File: config.mk
export PLATFORM = sky130hd
export DESIGN_NAME = seq_chunk_adder
export DESIGN_NICKNAME = d
export VERILOG_FILES = /design/src/rtl/seq_add_pkg.sv /design/src/rtl/chunk_adder.sv /design/src/rtl/seq_chunk_adder.sv
export SDC_FILE = /design/constraint.sdc
export NUM_CORES = 1
export LEC_CHECK = 0
export ABC_AREA = 1
export ABC_CLOCK_PERIOD_IN_PS = 3050
export BUFFER_PORTS_ARGS = -buffer_cell sky130_fd_sc_hd__buf_2
export CAP_MARGIN = 10
export CORE_ASPECT_RATIO = 0.8
export CORE_UTILIZATION = 45
export DETAILED_ROUTE_END_ITERATION = 12
export HOLD_SLACK_MARGIN = 0.15
export PLACE_DENSITY_LB_ADDON = 0.15
export SYNTH_ARGS = -nofsm -noshare
export SYNTH_HDL_FRONTEND = slang
export SYNTH_SLANG_ARGS = --single-unit
File: constraint.sdc
create_clock -name clk -period 3.05 [get_ports clk]
set_clock_uncertainty 0.1 [all_clocks]
set_input_delay 0.61 -clock clk [delete_from_list [all_inputs] [get_ports clk]]
set_output_delay 0.61 -clock clk [all_outputs]
set_load 0.03 [all_outputs]
File: src/rtl/seq_add_pkg.sv
// ---------------------------------------------------------------------------
// seq_add_pkg
//   Shared types and helpers for the multi-cycle chunked adder.
//   - state_t : controller states (IDLE, BUSY, DONE)
//   - nchunk  : number of clock cycles (chunks) per addition
// ---------------------------------------------------------------------------
package seq_add_pkg;

    typedef enum logic [1:0] {
        IDLE = 2'd0,
        BUSY = 2'd1,
        DONE = 2'd2
    } state_t;

    function automatic int nchunk(input int width, input int chunk);
        return width / chunk;
    endfunction

endpackage : seq_add_pkg

File: src/rtl/chunk_adder.sv
// ---------------------------------------------------------------------------
// chunk_adder
//   Combinational CHUNK-bit adder slice used once per cycle by seq_chunk_adder.
//   Ports:
//     a, b   in  CHUNK  operand slices
//     cin    in  1      carry into bit 0 of the slice
//     s      out CHUNK  slice sum
//     cout   out 1      carry out of the top bit of the slice
//     c_msb  out 1      carry into the top bit of the slice (only with
//                       SEQ_ADD_OVERFLOW_EN defined; feeds signed overflow)
// ---------------------------------------------------------------------------
module chunk_adder #(
    parameter int CHUNK = 4
) (
    input  logic [CHUNK-1:0] a,
    input  logic [CHUNK-1:0] b,
    input  logic             cin,
    output logic [CHUNK-1:0] s,
    output logic             cout
`ifdef SEQ_ADD_OVERFLOW_EN
    ,
    output logic             c_msb
`endif
);

    always_comb begin
        {cout, s} = {1'b0, a} + {1'b0, b} + {{CHUNK{1'b0}}, cin};
    end

`ifdef SEQ_ADD_OVERFLOW_EN
    // The sum bit is a ^ b ^ carry_in, so the carry into the top bit can be
    // recovered without a second adder.
    assign c_msb = s[CHUNK-1] ^ a[CHUNK-1] ^ b[CHUNK-1];
`endif

endmodule : chunk_adder

File: src/rtl/seq_chunk_adder.sv
// ---------------------------------------------------------------------------
// seq_chunk_adder
//   Multi-cycle adder: a + b + cin over WIDTH bits, CHUNK bits per clock,
//   LSB chunk first, carry held in a register between chunks.
//   Optional feature macro: SEQ_ADD_OVERFLOW_EN (adds the overflow output).
//   Ports:
//     clk       in   1      rising-edge clock
//     rst_n     in   1      asynchronous active-low reset
//     start     in   1      request, honoured only in IDLE or DONE
//     a, b      in   WIDTH  operands, captured on the accepting edge
//     cin       in   1      carry in, captured on the accepting edge
//     busy      out  1      chunks being computed
//     done      out  1      one-cycle pulse, result newly valid
//     sum       out  WIDTH  last completed sum (held)
//     cout      out  1      carry out of bit WIDTH-1 (held)
//     overflow  out  1      signed overflow (held; SEQ_ADD_OVERFLOW_EN only)
// ---------------------------------------------------------------------------
module seq_chunk_adder
    import seq_add_pkg::*;
#(
    parameter int WIDTH = 8,
    parameter int CHUNK = 4
) (
    input  logic             clk,
    input  logic             rst_n,
    input  logic             start,
    input  logic [WIDTH-1:0] a,
    input  logic [WIDTH-1:0] b,
    input  logic             cin,
    output logic             busy,
    output logic             done,
    output logic [WIDTH-1:0] sum,
    output logic             cout
`ifdef SEQ_ADD_OVERFLOW_EN
    ,
    output logic             overflow
`endif
);

    localparam int NCHUNK = nchunk(WIDTH, CHUNK);
    localparam int IDX_W  = (NCHUNK > 1) ? $clog2(NCHUNK) : 1;
    localparam logic [IDX_W-1:0] LAST_IDX   = IDX_W'(NCHUNK - 1);
    localparam logic [WIDTH-1:0] CHUNK_MASK = WIDTH'({CHUNK{1'b1}});

    generate
        if ((CHUNK < 1) || (WIDTH % CHUNK != 0)) begin : g_bad_params
            $error("seq_chunk_adder: WIDTH must be a positive multiple of CHUNK");
        end
    endgenerate

    state_t           state_q, state_d;
    logic [WIDTH-1:0] a_q, b_q, work_q, work_d;
    logic             carry_q;
    logic [IDX_W-1:0] idx_q;
    logic [31:0]      idx_base;
    logic [CHUNK-1:0] a_chunk, b_chunk, s_chunk;
    logic             c_out_chunk;
    logic             accept;
    logic             last_chunk;
`ifdef SEQ_ADD_OVERFLOW_EN
    logic             c_msb_chunk;
`endif

    // A new request is only honoured outside BUSY; a start during BUSY is dropped.
    assign accept     = start && (state_q != BUSY);
    assign last_chunk = (state_q == BUSY) && (idx_q == LAST_IDX);

    // Single adder slice, operand chunks selected by the current index.
    assign idx_base = 32'(idx_q) * 32'(CHUNK);
    assign a_chunk  = CHUNK'(a_q >> idx_base);
    assign b_chunk  = CHUNK'(b_q >> idx_base);

    chunk_adder #(
        .CHUNK (CHUNK)
    ) u_chunk (
        .a     (a_chunk),
        .b     (b_chunk),
        .cin   (carry_q),
        .s     (s_chunk),
        .cout  (c_out_chunk)
`ifdef SEQ_ADD_OVERFLOW_EN
        ,
        .c_msb (c_msb_chunk)
`endif
    );

    // Working sum with the current chunk merged in; on the last chunk this is
    // the complete result, published straight to sum without an extra cycle.
    always_comb begin
        work_d = (work_q & ~(CHUNK_MASK << idx_base)) | (WIDTH'(s_chunk) << idx_base);
    end

    // ---------------- controller ----------------
    always_ff @(posedge clk or negedge rst_n) begin
        if (!rst_n) begin
            state_q <= IDLE;
        end else begin
            // NOTE: flops are always written with <= so every register samples
            // pre-edge values regardless of statement order.
            state_q <= state_d;
        end
    end

    always_comb begin
        // NOTE: every output of this block gets a default first, so no path
        // leaves a variable unassigned and no latch is inferred.
        state_d = state_q;
        busy    = 1'b0;
        done    = 1'b0;
        case (state_q)
            IDLE: begin
                if (start) state_d = BUSY;
            end
            BUSY: begin
                busy = 1'b1;
                if (idx_q == LAST_IDX) state_d = DONE;
            end
            DONE: begin
                done    = 1'b1;
                state_d = start ? BUSY : IDLE;
            end
            default: state_d = IDLE;
        endcase
    end

    // ---------------- datapath ----------------
    always_ff @(posedge clk or negedge rst_n) begin
        if (!rst_n) begin
            a_q      <= '0;
            b_q      <= '0;
            work_q   <= '0;
            carry_q  <= 1'b0;
            idx_q    <= '0;
            sum      <= '0;
            cout     <= 1'b0;
`ifdef SEQ_ADD_OVERFLOW_EN
            overflow <= 1'b0;
`endif
        end else if (accept) begin
            a_q     <= a;
            b_q     <= b;
            carry_q <= cin;
            idx_q   <= '0;
        end else if (state_q == BUSY) begin
            work_q  <= work_d;
            carry_q <= c_out_chunk;
            idx_q   <= idx_q + 1'b1;
            if (last_chunk) begin
                sum      <= work_d;
                cout     <= c_out_chunk;
`ifdef SEQ_ADD_OVERFLOW_EN
                overflow <= c_msb_chunk ^ c_out_chunk;
`endif
            end
        end
    end

endmodule : seq_chunk_adder

; After elaboration in Yosys (flattened, before gate mapping)
; Index checks and enable logic that the tools add are counted.
[classes]
muxes = 10
reduce_logical = 7
shifts = 4
bitwise = 4
n_addsub = 3
n_eq_ne = 5
[op_table]
columns = op, n
row1 = $shr A8 B3 Y4, 2
row2 = $and A8 B8 Y8, 1
row3 = $not A8 Y8, 1
row4 = $or A8 B8 Y8, 1
row5 = $shl A4 B3 Y8, 1
row6 = $shl A4 B3 Y8 const A, 1
row7 = $mux W1, 7
row8 = $pmux W2 S3, 1
row9 = $add A4 B4 Y5, 1
row10 = $add A5 B1 Y5, 1
row11 = $mux W2, 2
row12 = $ne A2 B2 Y1 const B, 2
row13 = $reduce_and A2 Y1, 2
row14 = $reduce_and A3 Y1, 1
row15 = $eq A2 B1 Y1 const B, 1
row16 = $eq A2 B2 Y1 const B, 1
row17 = $logic_and A1 B1 Y1, 2
row18 = $logic_not A2 Y1, 1
row19 = $ne A2 B1 Y1 const B, 1
row20 = $reduce_bool A2 Y1, 1
row21 = $add A1 B1 Y1 const B, 1
row22 = $not A1 Y1, 1
[totals]
register_bits = 37
out_inout_bits = 11
elab_cells = 41
inputBits = 20

; Logic depth before layout (Yosys ltp)
[logic_depth]
ltp_word = 5
ltp_mapped = 10

; By module
; Synthesis repeated with hierarchy kept, for this count alone.
[hier_totals]
cells_unflattened = 195
hier_area_um2 = 1615.3
[by_module_without_submodules]
columns = module, area_per_inst_um2, n_inst, cells_each, seq_area_each_um2
row1 = seq_chunk_adder, 1450.1, 1, 170, 825.8
row2 = chunk_adder, 165.2, 1, 25, 0.0

; Worst setup path before layout
; No wires, ideal clock.
[synth_path]
kind = register to register
from = register idx_q
to = register carry_q
slack_ns = 0.902
stages_incl_launch_ff = 10
t_arrival_ns = 1.931
path_buffers = 1
path_cell_list = dfrtp_1 > clkbuf_1 > nand2_1 > nand2_1 > fa_1 > fa_1 > a21oi_1 > o21bai_1 > nand2_1 > nand2_1
[synth_via]
elab_chain_cells = 5
word_cells_on_any_way = 6
[synth_rtl]
columns = item, line
row1 = from (decl), seq_chunk_adder.sv:54  ; logic [IDX_W-1:0] idx_q;
row2 = from (signal assigned), seq_chunk_adder.sv:147  ; idx_q <= idx_q + 1'b1;
row3 = $shr A8 B3 Y4 (on tied branches), "seq_chunk_adder.sv:70, seq_chunk_adder.sv:71"
row4 = $add A4 B4 Y5 *, chunk_adder.sv:27  ; {cout, s} = {1'b0, a} + {1'b0, b} + {{CHUNK{1'b0}}, cin};
row5 = $add A5 B1 Y5 *, chunk_adder.sv:27
row6 = $mux W1 *, seq_chunk_adder.sv:144  ; end else if (state_q == BUSY) begin
row7 = $mux W1 *, seq_chunk_adder.sv:139  ; end else if (accept) begin
row8 = to (signal assigned), seq_chunk_adder.sv:142  ; carry_q <= cin;
row9 = to (signal assigned), seq_chunk_adder.sv:146  ; carry_q <= c_out_chunk;
row10 = to (decl), seq_chunk_adder.sv:53  ; logic carry_q;
; Mark *: on every way between the ends. The rest lies on a longest branch, timed or not. The select of a mux whose other input is x is not followed.
; A chain may end at the register's enable or synchronous reset.

; Worst setup path after layout
[layout_path]
from = register idx_q
to = register cout
[layout_via]
elab_chain_cells = 3
word_cells_on_any_way = 6
[layout_rtl]
columns = item, line
row1 = $shr A8 B3 Y4 (on tied branches), "seq_chunk_adder.sv:70, seq_chunk_adder.sv:71"
row2 = $add A4 B4 Y5, chunk_adder.sv:27
row3 = $add A5 B1 Y5, chunk_adder.sv:27
row4 = to (signal assigned), seq_chunk_adder.sv:150  ; cout <= c_out_chunk;
row5 = to (decl), seq_chunk_adder.sv:33  ; output logic cout
; Several ways; a longest one is shown, not always the timed one.

==> out/metrics.yaml <==
finish:
  final_cell_mix: "nand2_1, dfrtp_1, buf_2"
  post_layout_nonfiller_instances: 259
  final_common_cell: "nand2_1"
  drive_gt1_frac: 0.210
  finalNetCount: 243
  areaGrowthSynthToFinish_pct: 15.4
  n_antenna_cell: 0
clock_network:
  cts.path.max_buffers: 2
  cts_tree: "built"
  holdBufCountCts: 0
  cts_setup_buffers: 0
  clock-sinks: 33
  clock_tree.htree_level_count: 2
  clock_latency_ns: 0.29
  clk_transition_reported_paths_ns: 0.07
  cts_resized: 0
  ctsRootBufferMaster: "clkbuf_8"
  cts_buffers: 5
global_route:
  grt_usage: 0.215
  met3_usage: 0.0813
  antenna_found_initial: 0
  grtUsageMet2: 0.323
  grt_pass1_wl_mm: 5.40
  grt_max_degree: 34
  grt_pass1_vias: 1206
  grtUsageMet1: 0.276
  grt-busiest-layer: "met2"
  grt-ovfl-total: 0
synth:
  synth_cell_types: 21
  syn_nets: 213
  synthesis.area_um2: 1560
  synth_warnings: 0
  synthCells: 188
  ys_seq_elements: 33
  ys_seq_area_frac: 0.528
  syn_area_per_cell_um2: 8.32
floorplan:
  core_um2: 3200
  num_io_pins: 31
  initial_core_util: 0.489
  die_x_um: 67.9
  rows: 18
  die_y_um: 54.7
  dieArea_um2: 3720
timing:
  rsz0062_at_grt: "no"
  tightest_slew_ns: 0.700
  setup_tns_ns: 0
  fmax_mhz: 417
  setup_slack_ns: 0.651
  slew_headroom: 0.533
  whs_ns: 0.259
  hold_viol: 0
  period_share: 0.787
  setup_viol: 0
  drv_slew: 0
  period_minus_slack_ns: 2.40
power:
  leakage_nw: 1.01
  power_density_nw_per_um2: 1230
  max-vdd-ir-drop_uv: 527
  power_mw: 2.22
setup_path:
  reg2reg_to: "cout$_DFFE_PN0P_"
  critPathArrivalTime_ns: 2.49
  r2r_setup_slack_ns: 0.65
  cp-end-kind: "flop"
  reg2reg_from: "idx_q$_DFFE_PN0P_"
  worstSetupPathType: "flop to flop"
  critPathLaunchType: "flop"
  rr_worst_depth: 9
  critPathRequiredTime_ns: 3.14
  cp_max_fo: 12
detailed_routing:
  totalWireLength_mm: 3.30
  avgRoutedWirePerCell_um: 12.7
  first_iter_violations: 71
  drc: 0
  drt-vias-per-instance: 4.97
  detail-route-antenna-nets: 0
  dr.pass1.iters: 4
  num_vias: 1287
placed_design:
  dp_slack_ns: 0.691
  port_buffers: 30
  dp.cells: 251
  dpl.hpwl_mm: 2.36
  place.gp.congestion: 0.827
status:
  status: "completed"
hold_path:
  hold_path_class: "input pin to asynchronous set/reset pin"
run:
  cap_viol_max_count: 0
## worst max-delay path: stages, from the launching register on
cell and delay [ns]:
dfrtp_1 0.57, inv_2 0.16, nand2_1 0.10, nand2_1 0.07, fa_1 0.46, fa_1 0.47, a21oi_1 0.16, o21bai_1 0.09
nand2_1 0.07, nand2_1 0.05
## registers in the layout (all words and copies together), names as in the netlist
name	flops
a_q	8
b_q	8
carry_q	1
cout	1
idx_q	1
state_q	2
sum	8
work_q	4
## where the power goes
group	total, mW	internal (mW)	switching [mW]
logic	1.13	0.373	0.756
clock network	0.319	0.158	0.161
registers	0.771	0.646	0.125
## layout make-up
class / instances / area [um^2]
Clock buffer: 6 / 72.6
Fill cell: 304 / 1390
Clock inverter: 2 / 10.0
Inverter: 16 / 60.1
Multi-Input combinational cell: 132 / 637
Tap cell: 40 / 50.0
Sequential cell: 33 / 826
Timing Repair Buffer: 30 / 150
## worst max-delay path by stage
stage / cells after the start / to / start
after floorplan: 9 / carry_q$_DFFE_PN0P_ / idx_q$_DFFE_PN0P_
after global placement: 9 / carry_q$_DFFE_PN0P_ / idx_q$_DFFE_PN0P_
after detailed placement: 9 / cout$_DFFE_PN0P_ / idx_q$_DFFE_PN0P_
after CTS: 9 / cout$_DFFE_PN0P_ / idx_q$_DFFE_PN0P_
after global routing: 9 / cout$_DFFE_PN0P_ / idx_q$_DFFE_PN0P_
final: 9 / cout$_DFFE_PN0P_ / idx_q$_DFFE_PN0P_
## synth_stat cells
| cell type | number | share of area |
|---|---|---|
| o21bai_1 | 1 | 0.0048 |
| nand2_1 | 79 | 0.19 |
| fa_1 | 2 | 0.026 |
| ha_1 | 3 | 0.024 |
| clkbuf_1 | 1 | 0.0024 |
| o21ai_0 | 7 | 0.022 |
| nand3_1 | 25 | 0.080 |
| buf_4 | 1 | 0.0048 |
| or2_2 | 1 | 0.0040 |
| xor2_1 | 1 | 0.0056 |
| buf_1 | 1 | 0.0024 |
| inv_2 | 2 | 0.0048 |
| nor2_4 | 1 | 0.0072 |
| nor2_1 | 4 | 0.0096 |
| dfrtp_1 | 33 | 0.53 |
| buf_6 | 1 | 0.0072 |
| buf_2 | 3 | 0.0096 |
| nand2_2 | 2 | 0.0080 |
| a21oi_1 | 3 | 0.0096 |
| inv_1 | 14 | 0.034 |
| o21ai_2 | 3 | 0.017 |
## per-layer routing
layer	up-vias	wire length (um)
met5	-	0
met4	0	21
met3	2	167
met2	26	1530
met1	607	1580
li1	652	-
## metrics by stage
| stage | util | instance area (um^2) |
|---|---|---|
| after floorplan | - | 1560 |
| after global placement | 0.539 | 1720 |
| after detailed placement | 0.539 | 1720 |
| after CTS | 0.565 | 1810 |
| after global routing | 0.565 | 1810 |
| final | 0.565 | 1810 |
## cells by family after synthesis
group	after synthesis	synth area share
AO/OA/AOI/OAI	14	0.0536
XOR/XNOR	1	0.00560
adder cells (fa/ha/maj)	5	0.0496
buffers and inverters	23	0.0648
AND/OR/NAND/NOR	112	0.298
flip-flops	33	0.528
(Power assumes the default switching activity.)
